===== src/rtl/fetch_decode_queue_pkg.sv =====
// Shared types and helpers for the fetch-to-decode instruction queue.
package fetch_decode_queue_pkg;

    localparam int FDQ_INST_BITS    = 32;
    localparam int FDQ_PC_BITS      = 32;
    localparam int FDQ_SEQ_NUM_BITS = 5;

    // One buffered fetch response at the default sequence-number width.
    typedef struct packed {
        logic [FDQ_INST_BITS-1:0]    inst;
        logic [FDQ_PC_BITS-1:0]      pc;
        logic [FDQ_SEQ_NUM_BITS-1:0] seq_num;
    } fdq_entry_t;

    // Advance a ring pointer by one, wrapping at depth-1 by explicit compare
    // so that depths which are not a power of two wrap correctly.
    function automatic logic [31:0] fdq_ptr_incr(input logic [31:0] ptr,
                                                 input logic [31:0] depth);
        logic [31:0] nxt;
        if (ptr == (depth - 32'd1)) begin
            nxt = 32'd0;
        end else begin
            nxt = ptr + 32'd1;
        end
        return nxt;
    endfunction

endpackage


===== src/rtl/fetch_decode_queue_chk.sv =====
// Occupancy invariants of the fetch-decode queue.
module fetch_decode_queue_chk #(
    parameter int p_depth = 4
) (
    input logic                       clk,
    input logic                       rst,
    input logic [$clog2(p_depth+1)-1:0] count,
    input logic                       deq_xfer
);

    a_count_bound: assert property (@(posedge clk) disable iff (rst)
        (32'(count) <= 32'(p_depth)));

    a_no_deq_empty: assert property (@(posedge clk) disable iff (rst)
        (deq_xfer |-> (count != {($clog2(p_depth+1)){1'b0}})));

endmodule


===== src/rtl/fetch_decode_queue_storage.sv =====
// Register-file storage for the queue: one write port, one combinational read port.
module fdq_storage #(
    parameter int p_depth = 4,
    parameter int p_width = 69
) (
    input  logic                       clk,
    input  logic                       wr_en,
    input  logic [$clog2(p_depth)-1:0] wr_addr,
    input  logic [p_width-1:0]         wr_data,
    input  logic [$clog2(p_depth)-1:0] rd_addr,
    output logic [p_width-1:0]         rd_data
);

    logic [p_width-1:0] mem_r [p_depth];

    // Write the addressed entry; contents are intentionally not reset.
    always_ff @(posedge clk) begin
        if (wr_en) begin
            mem_r[wr_addr] <= wr_data;
        end
    end

    assign rd_data = mem_r[rd_addr];

endmodule


===== src/rtl/fetch_decode_queue.sv =====
// Circular instruction buffer between fetch and decode with squash flush.
module fetch_decode_queue
    import fetch_decode_queue_pkg::*;
#(
    parameter int p_depth        = 4,
    parameter int p_seq_num_bits = 5
) (
    input  logic                         clk,
    input  logic                         rst,
    input  logic                         enq_val,
    output logic                         enq_rdy,
    input  logic [31:0]                  enq_inst,
    input  logic [31:0]                  enq_pc,
    input  logic [p_seq_num_bits-1:0]    enq_seq_num,
    output logic                         deq_val,
    input  logic                         deq_rdy,
    output logic [31:0]                  deq_inst,
    output logic [31:0]                  deq_pc,
    output logic [p_seq_num_bits-1:0]    deq_seq_num,
    input  logic                         squash_val,
    output logic [$clog2(p_depth+1)-1:0] count
);

    localparam int ptr_w = $clog2(p_depth);
    localparam int cnt_w = $clog2(p_depth+1);

    // Entry layout at this instance's sequence-number width.
    typedef struct packed {
        logic [FDQ_INST_BITS-1:0]  inst;
        logic [FDQ_PC_BITS-1:0]    pc;
        logic [p_seq_num_bits-1:0] seq_num;
    } entry_t;

    logic [ptr_w-1:0] head_r;
    logic [ptr_w-1:0] tail_r;
    logic [cnt_w-1:0] count_r;
    logic             enq_xfer_s;
    logic             deq_xfer_s;
    entry_t           wr_entry_s;
    entry_t           rd_entry_s;

    // Ready depends only on registered occupancy: a full queue refuses an
    // enqueue even if decode drains an entry in the same cycle.
    assign enq_rdy    = (32'(count_r) < 32'(p_depth));
    assign deq_val    = (count_r != {cnt_w{1'b0}}) & ~squash_val;
    assign enq_xfer_s = enq_val & enq_rdy & ~squash_val;
    assign deq_xfer_s = deq_val & deq_rdy;
    assign count      = count_r;

    assign wr_entry_s.inst    = enq_inst;
    assign wr_entry_s.pc      = enq_pc;
    assign wr_entry_s.seq_num = enq_seq_num;

    assign deq_inst    = rd_entry_s.inst;
    assign deq_pc      = rd_entry_s.pc;
    assign deq_seq_num = rd_entry_s.seq_num;

    fdq_storage #(
        .p_depth (p_depth),
        .p_width ($bits(entry_t))
    ) u_storage (
        .clk     (clk),
        .wr_en   (enq_xfer_s),
        .wr_addr (tail_r),
        .wr_data (wr_entry_s),
        .rd_addr (head_r),
        .rd_data (rd_entry_s)
    );

    // Pointer and occupancy update; reset beats squash, squash beats transfers.
    always_ff @(posedge clk) begin
        if (rst) begin
            head_r  <= {ptr_w{1'b0}};
            tail_r  <= {ptr_w{1'b0}};
            count_r <= {cnt_w{1'b0}};
        end else if (squash_val) begin
            head_r  <= {ptr_w{1'b0}};
            tail_r  <= {ptr_w{1'b0}};
            count_r <= {cnt_w{1'b0}};
        end else begin
            if (enq_xfer_s) begin
                tail_r <= ptr_w'(fdq_ptr_incr(32'(tail_r), 32'(p_depth)));
            end
            if (deq_xfer_s) begin
                head_r <= ptr_w'(fdq_ptr_incr(32'(head_r), 32'(p_depth)));
            end
            case ({enq_xfer_s, deq_xfer_s})
                2'b10:   count_r <= count_r + cnt_w'(1'b1);
                2'b01:   count_r <= count_r - cnt_w'(1'b1);
                default: count_r <= count_r;
            endcase
        end
    end

    fetch_decode_queue_chk #(
        .p_depth (p_depth)
    ) u_chk (
        .clk      (clk),
        .rst      (rst),
        .count    (count_r),
        .deq_xfer (deq_xfer_s)
    );

endmodule


===== config.mk =====
export PLATFORM = sky130hd
export DESIGN_NAME = fetch_decode_queue
export DESIGN_NICKNAME = d
export VERILOG_FILES = /design/src/rtl/fetch_decode_queue_pkg.sv /design/src/rtl/fetch_decode_queue_chk.sv /design/src/rtl/fetch_decode_queue_storage.sv /design/src/rtl/fetch_decode_queue.sv
export SDC_FILE = /design/constraint.sdc
export NUM_CORES = 1
export LEC_CHECK = 0
export CORE_ASPECT_RATIO = 0.9
export CORE_MARGIN = 1
export CORE_UTILIZATION = 40
export DETAILED_ROUTE_END_ITERATION = 8
export PLACE_DENSITY = 0.62
export SLEW_MARGIN = 20
export SYNTH_ARGS = -nofsm -noshare
export SYNTH_HDL_FRONTEND = slang
export SYNTH_SLANG_ARGS = --single-unit

===== constraint.sdc =====
create_clock -name clk -period 2.6 [get_ports clk]
set_input_delay 0.26 -clock clk [delete_from_list [all_inputs] [get_ports clk]]
set_output_delay 0.26 -clock clk [all_outputs]
set_load 0.01 [all_outputs]

== Yosys cells after proc, flatten, opt, wreduce, memory -nomap -nowiden ==
Memory sizes are Yosys's and may differ from the RTL's. A register that Yosys moved wholly into a read port is not among the register bits.
Cells that the tools add are included.

* Flip-flop bits (word level): 7
* Latch bits: 0
* Memory bits (writable): 276
* Bits in read-only memories: 0
* Output and inout port bits: 74
* Word-level logic and storage cells: 28
* Memories kept: 1

{| class="wikitable"
|+ Memories
! memory !! depth !! bits a word !! read ports !! clocked after memory_dff !! wr ports !! line !! source
|-
| u_storage.mem_r || 4 || 69 || 1 || 1 || 1 || fetch_decode_queue_storage.sv:14 || <nowiki>logic [p_width-1:0] mem_r [p_depth];</nowiki>
|}

* Add/subtract/negate cells: 4
* $mul: 0
* Divide/modulo/power cells: 0
* Magnitude comparators: 1
* Eq/ne operators: 4
* Shifts and indexed selects: 0
* Multiplexer cells: 7
* Bitwise operators: 5
* Reductions and logical operators: 3

{| class="wikitable"
|+ Operators with widths
! kind !! count
|-
| 2-to-1 mux 2 bit || 4
|-
| == test 2 bit, second input constant || 3
|-
| case mux 3 bit (2 select lines) || 1
|-
| adder 2 x 1 -> 2 bit, second input constant || 2
|-
| AND 1 bit || 4
|-
| adder 3 x 1 -> 3 bit, second input constant || 1
|-
| less-than comparator 3 bit, second input constant || 1
|-
| nonzero test 3 bit || 1
|-
| subtractor 3 x 1 -> 3 bit, second input constant || 1
|-
| == test 2 x 1 -> 1 bit, second input constant || 1
|-
| 2-to-1 mux 1 bit || 2
|-
| nonzero test 2 bit || 1
|-
| OR reduction 2 bit || 1
|-
| NOT 1 bit || 1
|}

== Longest topological paths before layout ==
Gate-level depths: netlist of the first run.

* Depth in word-level cells: 5
* Depth in mapped cells: 9
* Gate-level depth less buffers: 8

== Modules after synthesis ==
A second synthesis of the first run with hierarchy kept.

* Cell total of the unflattened synthesis: 409
* Area total of the unflattened synthesis: 10380.0 sq um

{| class="wikitable"
|+ Modules (own cells, without submodules)
! module !! instances !! cells an instance !! area an instance (sq um)
|-
| fdq_storage || 1 || 365 || 9995.8
|-
| fetch_decode_queue || 1 || 44 || 384.1
|}

== Least setup slack after synthesis of the first run ==
Ideal clock, no wire load.

* Kind: register to register
* From: register count_r[2], in the netlist count[2]
* To: memory u_storage.mem_r[1][0] (enable)
* Setup time: 435 ps
* Arrival: 2407 ps
* Data required time: 2165 ps
* Path slack: -242 ps
* Cell stages (with the launch flop): 3
* Clock period less this slack: 2842 ps
* Cell sequence: dfxtp_1 -> nor3b_2 -> and2_1

* Word-level cells in the longest chain between the ends: 5

{| class="wikitable"
|+ Ends and longest elaborated chain
! element !! line !! source
|-
| start, declared || fetch_decode_queue.sv:36 || <nowiki>logic [cnt_w-1:0] count_r;</nowiki>
|-
| start signal, assigned || fetch_decode_queue.sv:75 || <nowiki>count_r <= {cnt_w{1'b0}};</nowiki>
|-
| start signal, assigned || fetch_decode_queue.sv:79 || <nowiki>count_r <= {cnt_w{1'b0}};</nowiki>
|-
| start signal, assigned || fetch_decode_queue.sv:88 || <nowiki>2'b10: count_r <= count_r + cnt_w'(1'b1);</nowiki>
|-
| less-than comparator 3 bit || fetch_decode_queue.sv:44 || <nowiki>assign enq_rdy = (32'(count_r) < 32'(p_depth));</nowiki>
|-
| AND 1 bit (2 in series) || fetch_decode_queue.sv:46 || <nowiki>assign enq_xfer_s = enq_val & enq_rdy & ~squash_val;</nowiki>
|-
| 2-to-1 mux 1 bit || fetch_decode_queue_storage.sv:18 || <nowiki>if (wr_en) begin</nowiki>
|-
| 2-to-1 mux 1 bit (implied by the code) || fetch_decode_queue_storage.sv:19 || <nowiki>mem_r[wr_addr] <= wr_data;</nowiki>
|-
| end, declared || fetch_decode_queue_storage.sv:14 ||
|}

No other way between the ends.

==> out/metrics.yaml, run 1 <==
status: "finished clean"
rsz0062_at_grt: "no"
fp.coreArea_sq_um: 25400
netlist_instances: 416
irDropWorstVdd_mv: 0.693
cp_top_family: "buffers and inverters"
worst_slew_margin_rel_pct: 77.1
fmax_mhz: 398
power_frac_clock_pct: 42.9
cp_max_fo: 16
cts_tree: "built"
leakage_uw: 0.00457
p_sw_share_pct: 18.7
grt_antenna_before_repair: 1
grt_use_met2_pct: 27.0
drt_first_pass_iters: 4
synth_top_area_share_pct: 79.1
endpoint_kind: "output pin"
clk_pin_slew_ns: 0.06
htreeDepth: 1
synth_area_leaders: "edfxtp_1 (79%), mux4_2 (15%), dfxtp_1 (1.7%), ha_1 (0.72%), buf_4 (0.43%)"
syn_area_sq_um: 10500
fin_crit_ns: 2.51
drv_cap: 0
num_io_pins: 148
slowest_stage: "mux4_2"
clk_latency_ns: 0.54
tightest_slew_ns: 0.344
final_antenna_net_count: 0
vias: 4870
overflow: 0
grt_first_pass_wirelength_mm: 31.1
use_met1_pct: 19.6
syn_nets: 497
tns_ns: 0
fp.dieArea_sq_um: 26800
fillCellCount: 1919
cts_num_sinks: 285
finalNetCount: 692
layout_common_cells: "edfxtp_1 (276), clkdlybuf4s50_1 (120), mux4_2 (69), clkbuf_16 (29), dlymetal6s2s_1 (25)"
synth_top_area_cell: "edfxtp_1"
fin_crit_sh_pct: 96.5
combPwrFrac_pct: 4.4
ys_seq_area_share_pct: 80.9
p_per_area_nw_per_um2: 706
drtIter0Drc: 294
pwr-share-seq_pct: 52.7
grtUsageMet3_pct: 3.62
required_ns: 2.34
grt_usage_pct: 15.5
synth_cell_types: 23
path_cells: "buf_12 > buf_16 > mux4_2 > clkdlybuf4s50_1"
drt-total-wl_mm: 20.1
clk_path_buf_depth: 3
fin_hold_ws_ns: 0.347
drv_slew: 0
fin_worst_skew_ns: 0.0104
dpl-instance-area_sq_um: 12600
gp_congestion: 0.730
n_antenna_cell: 0
remaining_drc_errors: 0
portBuffers: 147
crit_path_start_kind: "flip-flop"
layout_commonest_cell: "edfxtp_1"
hold_class: "primary input to flip-flop"
critPathBufInv: 3
max_stage_delay_ns: 0.53
setup_viol: 0
die_h_um: 155
synth.ff_latch_count: 285
num_rows: 55
initial_core_util_pct: 41.2
cts_buffers: 29
post-route-cell-area_sq_um: 13800
crit_arrival_ns: 2.25
wl_per_cell_um: 20.7
internal_power_uw: 7890
grt.busiest_layer: "met2"
syn_avg_cell_area_sq_um: 25.2
grt_max_degree: 30
drive_gt1_share_pct: 23.7
yosys_warnings: 0
power.switching_uw: 1820
hold_viol: 0
worstSetupPathType: "flip-flop to output pin"
dp_hpwl_mm: 12.3
grt_pass1_vias: 5421
via_per_inst: 4.99
die_w_um: 173
area_growth_pct: 31.4
cts-root-buf: "clkbuf_16"
through the flow:
stage                     util (%)  power (uW)  std cells  setup slack, ns
after detailed placement      49.5        5650        908            0.140
final                         54.2        9710        975           0.0899
after global routing          54.2       10000        975         0.000187
after CTS                     53.7        9810        968          0.00927
after global placement        49.5        5630        908            0.268
after floorplan                  -        5350        416            0.499
layout make-up:
cell class	instances	area [sq um]	area share, %
clock inverters	15	200	1.45
well taps	342	428	3.11
repair buffers	182	2030	14.7
clock buffers	38	759	5.52
inverters	7	26.3	0.191
flip-flops and latches	285	8480	61.6
multi-input cells	106	1850	13.4
cell families after synthesis:
group	count (synthesis)	synth area share (%)
compound gates	3	0.143
xor+xnor	2	0.167
fa+ha+maj	7	0.908
buf+inv	25	1.59
flops	285	80.9
mux	73	15.2
simple gates	21	1.10
final timing paths:
check / start / to / slack, ns / depth (start not counted)
setup / recovery: flip-flop / deq_inst[18] / 0.09 / 4
hold / removal: enq_seq_num[3] / u_storage.mem_r[2][3] / 0.35 / 1
setup reg to reg: count[2] / count[2] / 0.40 / 8
hold reg to reg: head_r[1] / flip-flop / 0.48 / 2
synthesized netlist by cell type:
master / number
buf_2: 2
fa_1: 1
inv_1: 7
mux2i_1: 4
o21ai_0: 1
buf_4: 6
nand2_1: 3
edfxtp_1: 276
or2_1: 1
nor2b_1: 1
buf_6: 2
clkbuf_1: 6
xor2_1: 2
ha_1: 6
or3_1: 3
dfxtp_1: 9
a21oi_1: 2
nor3b_2: 1
nor2_1: 7
mux4_2: 69
buf_12: 2
and3b_1: 1
and2_1: 4
repair_timing:
action	4_1_cts	5_1_grt
gates cloned	1	0
setup endpoints to repair	60	30
buffers inserted	6	7
gates resized for setup	3	26
hold buffers	0	0
sequential cells by signal, indices dropped and copies added (netlist names), named ones only:
| name | count |
|---|---|
| tail_r | 2 |
| head_r | 2 |
| count | 3 |
| u_storage.mem_r | 276 |
per-layer routing:
layer	share of wire, %	vias to the layer above	routed length (um)
met1	42	2537	8400
met2	51	137	10200
met3	5.5	39	1100
li1	-	2155	-
met5	0.060	-	12
met4	2.2	2	444
power groups by stage:
stage	sequential, uW	combinational, uW	clock [uW]
floorplan	5220	132	0
global placement	5210	416	0
detailed placement	5220	429	0
CTS	5120	435	4260
global route	5120	453	4440
finish	5120	423	4170
Power figures use the tool's default switching activity.
==> run 2: changes to the inputs <==
--- a/config.mk
+++ b/config.mk
@@ -5,6 +5,7 @@
 export SDC_FILE = /design/constraint.sdc
 export NUM_CORES = 1
 export LEC_CHECK = 0
+export ABC_CLOCK_PERIOD_IN_PS = 2600
 export CORE_ASPECT_RATIO = 0.9
 export CORE_MARGIN = 1
 export CORE_UTILIZATION = 40
==> constraint.sdc (replaced) <==
create_clock -name clk -period 2.6 [get_ports clk]
set_input_delay 0.39 -clock clk [delete_from_list [all_inputs] [get_ports clk]]
set_output_delay 0.39 -clock clk [all_outputs]
set_load 0.01 [all_outputs]
==> out/metrics.yaml, run 2 (synthesized netlist as in run 1, its figures left out) <==
status: "finished clean"
drv_cap: 0  # unchanged
die_h_um: 155  # unchanged
fmax_mhz: 400  # +0.38%
max_stage_delay_ns: 0.51  # -0.02 ns
hold_viol: 0  # unchanged
post-route-cell-area_sq_um: 13600  # -1.4%
dp_hpwl_mm: 11.7  # -4.7%
htreeDepth: 1  # unchanged
multi_input_area_sq_um: 1850  # unchanged
power_uw: 9210  # -5.2%
n_antenna_cell: 0  # unchanged
num_io_pins: 148  # unchanged
layout_common_cells: "edfxtp_1 (276), clkdlybuf4s50_1 (79), mux4_2 (69), dlygate4sd2_1 (66), clkbuf_16 (30)"
cts_buffers: 30  # +3.4%
grt_antenna_before_repair: 2  # +1
drtIter0Drc: 221  # -25%
fp.coreArea_sq_um: 25400  # unchanged
initial_core_util_pct: 41.2  # unchanged
fin_crit_sh_pct: 96.2  # -0.36 points
tightest_slew_ns: 0.390  # +0.0468 ns
area_growth_pct: 29.5
fp.dieArea_sq_um: 26800  # unchanged
crit_arrival_ns: 2.11  # -0.14 ns
grt_pass1_vias: 5302  # -2.2%
tns_ns: 0  # unchanged
p_sw_share_pct: 19.3  # +0.56 points
cp_top_family: "buffers and inverters"
clk_path_buf_depth: 3  # unchanged
cts_num_sinks: 285  # unchanged
irDropWorstVdd_mv: 0.585  # -16%
largest_reg_flops: 276  # unchanged
worstSetupPathType: "flip-flop to output pin"
wl_per_cell_um: 20.3  # -1.8%
overflow: 0  # unchanged
worst_slew_margin_rel_pct: 74.0  # -3.1 points
endpoint_kind: "output pin"
num_rows: 55  # unchanged
utilization_pct: 53.4  # -0.78 points
dp_cells: 905  # -0.33%
power_frac_clock_pct: 40.1  # -2.8 points
fin_worst_skew_ns: 0.0109  # +0.000501 ns
power.switching_uw: 1770  # -2.4%
instances_no_fill: 980  # +0.51%
drv_slew: 0  # unchanged
fillCellCount: 1958  # +2.0%
drt-total-wl_mm: 19.9  # -1.3%
portBuffers: 147  # unchanged
drt_first_pass_iters: 4  # unchanged
hold_class: "primary input to flip-flop"
vias: 4837  # -0.68%
layout_commonest_cell: "edfxtp_1"
gp_congestion: 0.720  # -1.3%
fin_crit_ns: 2.50  # -0.00940 ns
regMostFlops: "u_storage.mem_r"
required_ns: 2.21  # -0.13 ns
hold_start: "enq_pc[7]"
cp_max_fo: 13  # -3
clk_pin_slew_ns: 0.06  # about the same
cts_tree: "built"
critPathBufInv: 2  # -1
path_cells: "buf_6 > mux4_2 > clkdlybuf4s50_1"
final_antenna_net_count: 0  # unchanged
dpl-instance-area_sq_um: 12500  # -0.28%
grt_first_pass_wirelength_mm: 30.6  # -1.5%
leakage_uw: 0.00443  # -3.1%
die_w_um: 173  # unchanged
p_per_area_nw_per_um2: 679  # -3.8%
finalNetCount: 698  # +0.87%
clk_latency_ns: 0.54  # about the same
grt_usage_pct: 15.0  # -0.43 points
internal_power_uw: 7430  # -5.8%
rsz0062_at_grt: "no"
pwr-share-seq_pct: 55.6  # +2.9 points
remaining_drc_errors: 0  # unchanged
drive_gt1_share_pct: 23.8  # +0.13 points
timing.rr.start: "count[2]"
setup_viol: 0  # unchanged
slowest_stage: "dfxtp_4"
combPwrFrac_pct: 4.3  # about the same
cts-root-buf: "clkbuf_16"
crit_path_start_kind: "flip-flop"
regArea_sq_um: 8480  # unchanged
grt_max_degree: 46  # +53%
via_per_inst: 4.94  # -1.2%
## run 2: cell count changes in the layout (fill, tap and decap cells not counted), sizes merged
cell           change
dlygate4sd2       +64
clkdlybuf4s50     -41
dlymetal6s2s      -23
buf                +6
bufinv             -5
clkinv             +5
clkbuf             +2
bufbuf             -1
clkinvlp           -1
inv                -1
## run 2: power by group through the flow
stage / Combinational, uW / Sequential (uW) / Clock, uW
after CTS: 399 / 5120 / 3800
after global routing: 421 / 5120 / 3980
after floorplan: 132 / 5220 / 0
after detailed placement: 425 / 5220 / 0
after global placement: 414 / 5210 / 0
final: 392 / 5120 / 3690
## run 2: repair_timing
| action | in CTS | in global routing |
|---|---|---|
| cloned | 3 | 0 |
| setup buffers | 13 | 7 |
| hold buffers | 0 | 0 |
| gates resized for setup | 73 | 2 |
| setup endpoints to repair | 69 | 12 |
## run 2: path summary, 6_finish.rpt
| check | end | slack (ns) | cells after the start |
|---|---|---|---|
| max | deq_pc[21] | 0.1 | 3 |
| min | u_storage.mem_r[1][12] | 0.48 | 1 |
| min reg2reg | flip-flop | 0.49 | 2 |
| max reg2reg | count[2] | 0.52 | 8 |
## run 2: layout make-up
| cell class | count | share of cell area, % |
|---|---|---|
| clock buffers | 40 | 5.81 |
| inverters | 7 | 0.194 |
| flip-flops and latches | 285 | 62.5 |
| repair buffers | 187 | 14.2 |
| clock inverters | 13 | 0.498 |
| well taps | 342 | 3.15 |
| multi-input cells | 106 | 13.6 |
## run 2: metal layers
layer | routed length, um | vias to the layer above | track usage, %
met2 | 10100 | 138 | 26.1
met4 | 391 | 4 | 3.74
li1 | - | 2174 | -
met5 | 25 | - | 0
met3 | 1140 | 30 | 3.37
met1 | 8250 | 2491 | 19.3
## run 2: worst reg2reg max path, stage by stage, from the launching register on
cell and delay, ns:
dfxtp_1 0.43, or3_1 0.15, and3b_1 0.20, ha_1 0.19, inv_1 0.06, fa_1 0.38, xor2_1 0.17, or3_1 0.31
a21oi_1 0.14
## run 2: stage by stage
step                      setup slack (ns)  hold slack, ns
after CTS                         0.000883           0.456
after global placement               0.238           0.452
final                               0.0993           0.477
after floorplan                      0.499           0.454
after global routing                0.0226           0.465
after detailed placement             0.123           0.487
==> RTL edit 1 (settings of run 1) <==
Set the parameter `p_seq_num_bits` to 10 (it was 5).
--- a/src/rtl/fetch_decode_queue.sv
+++ b/src/rtl/fetch_decode_queue.sv
@@ -5,3 +5,3 @@
     parameter int p_depth        = 4,
-    parameter int p_seq_num_bits = 5
+    parameter int p_seq_num_bits = 10
 ) (
Interface: changed (resized deq_seq_num and enq_seq_num); port bits go from 148 to 158. The function was not compared with the original's and may differ.
==> RTL edit 1 against run 1 <==
Register-to-register slack worse by 0.03 ns; sequential share of layout area grew 1.4 points; wire length is 4.5% higher; cell count up 3.2%; combinational power up 5.9%; clock power grew 5.8%; final area up 4.6%; setup slack lost 0.013 ns; sequential cell count increased by 20; power rose by 6.5%; synthesized area is 6.7% higher.
==> RTL edit 1: results (changes against run 1) <==
outcome=finished, final reports clean; PnR worst setup slack=0.07671 ns (-0.01323 ns); number of global-route vias before repair=5578 (+2.9%); reg2reg setup slack=0.37 ns (-0.03 ns); routability congestion estimate=0.7002 (-4.0%); mux contribution to synthesized area=15.27% (+0.046 points); largest net degree at the start of global routing=48 (+60%); Synthesized Nets=527 (+6.0%); Clock Latency Late Sink=0.49 ns (-0.05 ns); peak supply drop=508.3 µV (-27%); slew of the pin with the lowest slew margin=0.4297 ns (+0.08607 ns); first-pass GRT wire length=32240 µm (+3.8%); sequential-to-total area share from yosys stat=81.14% (+0.27 points); H-tree depth=2 (+1); dominant cells by area after synthesis=edfxtp_1, mux4_2, dfxtp_1, buf_6, ha_1; final wirelength=21050 µm (+4.5%); max FFs per register=296 (+7.2%); Crit Path Max Fanout=40 (+24); placed instance count=947 (+4.3%); Leakage=0.004644 µW (+1.6%); Final nets=715 (+3.3%); Syn Inst Count=441 (+6.0%); I/O Buffers=157 (+6.8%); Post-Layout Cell Count=1006 (+3.2%); Post-CTS Setup Inserts=0 (-6); DP Wirelength=12360 µm (+0.37%); most common library cells after synthesis=edfxtp_1, mux4_2, dfxtp_1
[RTL edit 1: layout make-up]
type | instances | area [µm²]
Antenna cell | 1 | 2.502
Clock buffer | 42 | 902.1
Clock inverter | 16 | 130.1
Fill cell | 2094 | 12840
Inverter | 7 | 26.28
Multi-Input combinational cell | 111 | 1959
Sequential cell | 305 | 9076
Tap cell | 354 | 442.9
Timing Repair Buffer | 170 | 1859
[RTL edit 1: metal layers]
layer,up-vias,GRT usage (%),part of all wire (%)
met5,-,0,0
met1,2644,19.46,42
met2,150,25.49,50
li1,2258,-,-
met4,0,4.122,2.0
met3,34,3.670,6.0
[RTL edit 1: worst paths after layout]
kind                       endpoint  cells past startpoint         start
max                    deq_inst[12]                      3      register
min          u_storage.mem_r[2][70]                      1  enq_inst[28]
max reg2reg                count[2]                      8      count[2]
min reg2reg                register                      2     head_r[1]
[RTL edit 1: report_power, final]
part	internal, µW	leakage [µW]	switching [µW]
registers	5470	0.00276	15.4
logic	260	0.00138	188
clock network	2650	0.000499	1760
total	8380	0.00464	1960
==> RTL edit 2 (config.mk and constraints of run 1) <==
Without the edit above. Make the reset (`rst`) asynchronous in one clocked block.
--- a/src/rtl/fetch_decode_queue.sv
+++ b/src/rtl/fetch_decode_queue.sv
@@ -70,3 +70,3 @@
     // Pointer and occupancy update; reset beats squash, squash beats transfers.
-    always_ff @(posedge clk) begin
+    always_ff @(posedge clk or posedge rst) begin
         if (rst) begin
Formal check against the unedited RTL: differs if rst is asserted again (counterexample within 4 cycles, from zero or initial values and one cycle with rst high); with rst held inactive, the same outputs for 4 cycles.
==> RTL edit 2 against run 1 <==
Wire length down 0.80%; critical path type unchanged; largest cell class unchanged; sequential cell count shrank 2; register-to-register slack improved by 0.18 ns; synthesized area increased by 0.29%; final area fell by 2.0%; setup slack got worse by 0.020 ns; maximum frequency decreased by 0.80%; die area rose by 0.28%.
Power is not compared: it rests on default switching activity, and its combinational part moved more than twofold at a synthesized area within 25%.
==> RTL edit 2: results (changes against run 1) <==
Post-Layout Cell Count=965 (-1.0%); placed instance count=905 (-0.33%); first-pass GRT wire length=30650 µm (-1.4%); Yosys cell types=32 (+39%); routability congestion estimate=0.8184 (+12%); metal2 WL=10040 µm (-1.3%); Pre-Repair DR Iteration Count=5 (+1); Post-Synth XOR/XNOR Area=0.2502% (+0.083 points); DP Wirelength=11620 µm (-5.7%); critical path arrival=2.27 ns (+0.02 ns); Crit Path Max Fanout=14 (-2); HP Class=input pin to register; Tot Pwr=roughly 10000 µW; grt met2 use=25.60% (-1.4 points); final wirelength=19970 µm (-0.80%); iteration-0 DRC count of the detailed router=327 (+11%); Synth Area in Adders=0.6672% (-0.24 points); WL met3=1092 µm (-0.55%); mux contribution to synthesized area=15.08% (-0.14 points); M3 GR Usage=3.265% (-0.35 points); outcome=finished, final reports clean; pre-CTS setup slack=0.3566 ns (+0.2163 ns); final instance area=0.01348 mm² (-2.0%); sequential-to-total area share from yosys stat=80.59% (-0.28 points); peak supply drop=399.5 µV; slew of the pin with the lowest slew margin=0.3388 ns (-0.004860 ns); Synth Area per Inst=25.12 µm² (-0.19%); share of cells above drive strength 1=22.95% (-0.74 points); Final nets=680 (-1.7%); vias per cell=5.055 (+1.2%); Fillers=1996 (+4.0%); most common library cells after synthesis=edfxtp_1, mux4_2, buf_2, buf_6, dfrtp_1; skew final=0.01439 ns (+0.003960 ns); largest net degree at the start of global routing=38 (+27%); Routed met1 length=8485 µm (+0.98%); Synth Area in Compound Gates=0.5004% (+0.36 points); asr flop ratio synth=2.473% (+2.5 points); dominant cells by area after synthesis=edfxtp_1, mux4_2, dfrtp_1, buf_6, ha_1
RTL edit 2: changes by cell type in the layout (fill, tap and decap cells not counted), sizes merged, moves of 3 or more:
| cell | delta |
|---|---|
| buf | -12 |
| bufinv | -3 |
| clkbuf | -3 |
| clkdlybuf4s50 | -27 |
| clkinv | +6 |
| dfrtp | +7 |
| dfxtp | -9 |
| dlygate4sd2 | +49 |
| dlymetal6s2s | -22 |
| inv | -3 |
| nand2 | +3 |
| nor2 | -4 |
RTL edit 2: worst paths after layout:
check                                from                endpoint  slack [ns]  depth (start not counted)
min in group asynchronous             rst                count[1]        0.56                          3
worst min register to register  tail_r[1]               tail_r[1]        0.59                          2
worst min-delay path            enq_pc[7]  u_storage.mem_r[2][12]        0.35                          1
max in group asynchronous             rst               head_r[0]        1.76                          3
worst max-delay path            head_r[0]            deq_inst[30]        0.07                          3
worst max register to register   count[0]                count[2]        0.58                          6
RTL edit 2: layout make-up:
class,count,share of cell area (%)
sequential,283,62.84
multi-input combinational,113,14.03
timing repair buffer,170,13.26
clock buffer,35,5.550
tap,342,3.174
clock inverter,18,1.030
inverter,4,0.1114
RTL edit 2: critical path, cell delays in order, from the launching register on:
cell	delay [ns]
dfrtp_4	0.52
buf_12	0.19
mux4_2	0.53
clkdlybuf4s50_1	0.50
RTL edit 2: cell families (layout without fill, tap and decap cells):
| logic type | Yosys count | in the layout |
|---|---|---|
| fa+ha+maj | 5 | 5 |
| compound gates | 9 | 9 |
| simple gates | 24 | 24 |
| buf+inv | 22 | 227 |
| mux | 72 | 72 |
| flops | 283 | 283 |
| xor+xnor | 3 | 3 |
RTL edit 2: timing repair:
item                       CTS  global route
resized for setup           58             5
hold endpoints to repair     7             0
setup endpoints to repair   69            11
gates cloned                 2             0
hold buffers                 1             0
buffers inserted             3             1
